### src/rtl/mux16_rr_sched.sv
// mux16_rr_sched: shares one 16:1 selection datapath between 16 channels.
// Channels are served in round-robin order. The selected word goes to a
// single registered valid/ready output port.
//
// Ports:
//   clk        - clock; all state changes on the rising edge
//   rst        - synchronous, active-high reset
//   req[15:0]  - per-channel request; req[i]=1 means data slice i is valid
//   data       - 16 channel words, flattened; channel i at data[i*WIDTH +: WIDTH]
//   gnt[15:0]  - one-hot acknowledge, combinational; high in the capture cycle
//   out_valid  - output register holds a word
//   out_ready  - downstream accepts the word when out_valid && out_ready
//   out_data   - captured word
//   out_sel    - channel index of out_data
//
// The file also contains mux16, the single-bit 16:1 selector. The datapath
// uses one mux16 instance per data bit.

// mux16: single-bit 16:1 multiplexer.
//   in[15:0] - candidate bits
//   sel[3:0] - index of the bit to pass
//   y        - selected bit
module mux16 (
  input  logic [15:0] in,
  input  logic [3:0]  sel,
  output logic        y
);
  assign y = in[sel];
endmodule

module mux16_rr_sched #(
  parameter int WIDTH = 8
) (
  input  logic                  clk,
  input  logic                  rst,
  input  logic [15:0]           req,
  input  logic [16*WIDTH-1:0]   data,
  output logic [15:0]           gnt,
  output logic                  out_valid,
  input  logic                  out_ready,
  output logic [WIDTH-1:0]      out_data,
  output logic [3:0]            out_sel
);

  logic [3:0]       ptr_reg;
  logic             out_valid_reg;
  logic [WIDTH-1:0] out_data_reg;
  logic [3:0]       out_sel_reg;

  logic [3:0]       winner;
  logic             found;
  logic [3:0]       idx;
  logic             load;
  logic [WIDTH-1:0] sel_word;

  // Search ptr, ptr+1, ... ptr+15. The 4-bit addition wraps mod 16.
  // The first requester in that order wins.
  always_comb begin
    winner = ptr_reg;
    found  = 1'b0;
    idx    = ptr_reg;
    for (int k = 0; k < 16; k++) begin
      idx = ptr_reg + k[3:0];
      if (!found && req[idx]) begin
        winner = idx;
        found  = 1'b1;
      end
    end
  end

  // A capture happens when the output slot is free or is being emptied on
  // this edge. Reset blocks captures, so gnt stays zero during reset.
  assign load = found && (!out_valid_reg || out_ready) && !rst;
  assign gnt  = load ? (16'd1 << winner) : 16'd0;

  // Datapath: one mux16 per bit position. The select is shared.
  genvar gi, gj;
  generate
    for (gi = 0; gi < WIDTH; gi++) begin : g_bit
      logic [15:0] slice;
      for (gj = 0; gj < 16; gj++) begin : g_ch
        assign slice[gj] = data[gj*WIDTH + gi];
      end
      mux16 u_mux16 (
        .in  (slice),
        .sel (winner),
        .y   (sel_word[gi])
      );
    end
  endgenerate

  always_ff @(posedge clk) begin
    if (rst) begin
      ptr_reg       <= 4'd0;
      out_valid_reg <= 1'b0;
      out_data_reg  <= '0;
      out_sel_reg   <= 4'd0;
    end else if (load) begin
      // When the block is already full, this edge also transfers the held
      // word out. The capture simply overwrites it.
      out_data_reg  <= sel_word;
      out_sel_reg   <= winner;
      out_valid_reg <= 1'b1;
      ptr_reg       <= winner + 4'd1;
    end else if (out_valid_reg && out_ready) begin
      out_valid_reg <= 1'b0;
    end
  end

  assign out_valid = out_valid_reg;
  assign out_data  = out_data_reg;
  assign out_sel   = out_sel_reg;

endmodule

### config.mk
export PLATFORM = sky130hd
export DESIGN_NAME = mux16_rr_sched
export DESIGN_NICKNAME = d
export VERILOG_FILES = /design/src/rtl/mux16_rr_sched.sv
export SDC_FILE = /design/constraint.sdc
export NUM_CORES = 1
export LEC_CHECK = 0
export CAP_MARGIN = 20
export CORE_MARGIN = 2
export CORE_UTILIZATION = 46
export CTS_CLUSTER_SIZE = 16
export DETAILED_ROUTE_END_ITERATION = 10
export PLACE_DENSITY = 0.83
export SETUP_SLACK_MARGIN = 0.15
export SYNTH_ARGS = -nofsm -noshare
export SYNTH_HDL_FRONTEND = slang
export SYNTH_SLANG_ARGS = --single-unit
### constraint.sdc
create_clock -name clk -period 8.47 [get_ports clk]
set_input_delay 1.694 -clock clk [delete_from_list [all_inputs] [get_ports clk]]
set_output_delay 1.694 -clock clk [all_outputs]
set_load 0.05 [all_outputs]
==> results of run 1 <==
-- metrics by stage --
step / hold WS (ns) / setup slack [ns]
6_report: 0.4683 / 0.4321
2_1_floorplan: 0.6860 / 1.448
3_5_place_dp: 0.4515 / 0.5917
5_1_grt: 0.5095 / 0.2331
4_1_cts: 0.4686 / 0.5802
3_3_place_gp: 0.4367 / 0.6766
-- layout make-up --
type                       instances  area (um^2)  area share
clock buffer                       3        41.29    0.006282
clock inverter                     1        5.005   0.0007615
inverter                          15        56.30    0.008567
multi-input combinational        453         3986      0.6065
sequential                        17        340.3     0.05178
tap                              133        166.4     0.02532
timing repair buffer             192         1977      0.3008
-- path summary, 6_finish.rpt --
kind                                   end                      from  cells past startpoint  slack (ns)
setup / recovery                   gnt[13]                    req[6]                     13        0.43
hold / removal    out_data[5]$_SDFFE_PP0P_  out_data[5]$_SDFFE_PP0P_                      2        0.47
setup reg to reg  out_data[3]$_SDFFE_PP0P_   ptr_reg[0]$_SDFFE_PP0P_                     15        2.43
hold reg to reg   out_data[5]$_SDFFE_PP0P_  out_data[5]$_SDFFE_PP0P_                      2        0.47
-- metal layers --
layer | track usage | routed length (um)
met4 | 0.08880 | 530
met2 | 0.5624 | 8925
met1 | 0.4925 | 7821
met3 | 0.08433 | 2015
met5 | 0 | 0
-- cells by family after synthesis --
group,after synthesis
muxes,107
buffers and inverters,50
AOI/OAI and AO/OA,145
and+or+nand+nor,177
DFF,17
xor gates and xnor gates,16
adders and majority gates,8
-- worst max-delay path, stage by stage --
cell             delay (ns)
clkdlybuf4s50_1        0.59
mux4_2                 0.56
mux2_2                 0.33
mux2_2                 0.35
or4_1                  0.76
nand3_1                0.21
o211ai_1               0.17
a32o_1                 0.30
o21ai_1                0.42
nand2_1                0.36
nand2b_1               0.30
nor2_1                 0.09
buf_4                  0.20
-- cells in the final DEF, fill, tap and decap left out, types with 3 or more instances in the layout --
cell type	count
nand4_1	4
mux2i_1	42
mux4_2	49
ha_1	8
o2111a_1	5
nand2_1	42
nor4_1	6
dfxtp_1	17
a31o_2	3
clkdlybuf4s50_1	159
a21oi_1	26
o311ai_0	5
a2111oi_0	7
nor3_1	15
nand3_1	24
and3_1	4
o2111ai_1	3
o22ai_1	5
buf_12	11
nor2b_1	6
and2_1	8
nand2b_1	6
o211ai_1	8
a22oi_1	10
a21boi_0	3
a31oi_1	10
or3_1	5
xor2_1	8
o211a_1	4
o31ai_1	3
nor2_1	37
xnor2_1	7
buf_4	22
a41o_1	3
o21ai_0	20
mux2_2	16
inv_1	13
clkbuf_8	3
==> results.json, run 1 <==
{
  "status": "finished clean",
  "place_area_mm2": 0.006526,
  "netlist_area_mm2": 0.004581,
  "synth-adder-area-share": 0.02185,
  "clk_pin_slew_worst_paths_ns": 0.08,
  "clkLatencyLatePin_ns": 0.26,
  "worst_ep_arrival_time_ns": 6.34,
  "min_path_type": "register to register",
  "htreeDepth": 1,
  "period_minus_slack_ns": 8.038,
  "grtUsageTotal": 0.3558,
  "root_buffer": "clkbuf_8",
  "grt_pass1_wl_um": 30460,
  "die-area_mm2": 0.01077,
  "slew_violations": 0,
  "max_freq_ghz": 0.1244,
  "grt_pass1_vias": 5427,
  "initial_core_util": 0.4708,
  "dp_hpwl_um": 15610,
  "routed_wl_um": 19290,
  "clock_skew_ns": 0.007177,
  "diodes": 0,
  "dp.cells": 810,
  "largest_reg_flops": 8,
  "post_cts_buffers": 0,
  "drc": 0,
  "synthSimpleGateAreaFrac": 0.2051,
  "io_pins": 176,
  "synth_top_family_by_area": "multiplexers",
  "synth_compound_area_frac": 0.2365,
  "routedWlPerCell_um": 23.70,
  "gp_congestion": 1.076,
  "synth.area.top_cells": "mux4_2 (24%), mux2i_1 (9.2%), dfxtp_1 (7.4%)",
  "grt_antenna_before_repair": 0,
  "via_per_inst": 6.722,
  "synth_area_per_cell_um2": 8.809,
  "grt_start_max_net_pins": 34,
  "clk_path_buf_depth": 2,
  "design_area_mm2": 0.006573,
  "via_count": 5472,
  "syn_inst": 520,
  "crit_fanout": 9,
  "min_period_over_period": 0.9490,
  "die_x_um": 103.8,
  "finalSetupViolCount": 0,
  "numCtsBuffers": 3,
  "drive_above_1_share": 0.1777,
  "ys_warn_count": 0,
  "yosys.area.top_type": "mux4_2",
  "drtIter0Drc": 597,
  "fillers": 810,
  "synth_most_common_cell": "mux4_2",
  "synth_async_sr_flop_share": 0,
  "synth_seq_cells": 17,
  "rows": 36,
  "post_cts_resized": 0,
  "synth-xor-area-share": 0.03469,
  "synth_cell_types": 82,
  "die_y_um": 103.8,
  "yosysTopAreaCellShare": 0.2409,
  "area_growth_pct": 43.49,
  "synth_fp_nets": 675,
  "fin_nets": 837,
  "slew_headroom": 0.2608,
  "rsz0062_at_grt": "false",
  "critPathKind": "input pin to output pin",
  "synthFlopType": "dfxtp_1",
  "cp.required_ns": 6.78,
  "postCtsHoldBufs": 0,
  "maxCapViolations": 0,
  "overflow": 0,
  "fin_cells": 814,
  "cts_sinks": 17,
  "io_buffers": 175,
  "hold_viol_final": 0,
  "core_area_mm2": 0.009729,
  "first_pass_iters": 5,
  "synth_edf_count": 0,
  "postRouteAntennaNets": 0,
  "startpoint_type": "input pin",
  "muxShareOfSynthArea": 0.3720,
  "fin_tns_setup_ns": 0,
  "post-route-util": 0.6755,
  "synth_top_cells_by_count": "mux4_2 (49), mux2i_1 (42), nand2_1 (42)",
  "ys_seq_area_frac": 0.07430,
  "worst_slew_pin_slew_ns": 1.107,
  "cp-end-kind": "output pin",
  "cts_tree": "yes"
}
Power of run 1 is left out: the tool's default activity adds up to more than one toggle a clock period on the data nets, which glitch-free logic cannot reach.
==> inputs of run 2 (changes only) <==
--- a/config.mk
+++ b/config.mk
@@ -15,3 +15,4 @@
 export SYNTH_ARGS = -nofsm -noshare
 export SYNTH_HDL_FRONTEND = slang
 export SYNTH_SLANG_ARGS = --single-unit
+export TNS_END_PERCENT = 50
==> results of run 2 <==
Same layout as run 1: the final DEF is identical, and so are final timing and power.
Power of run 2 is left out for the same reason.
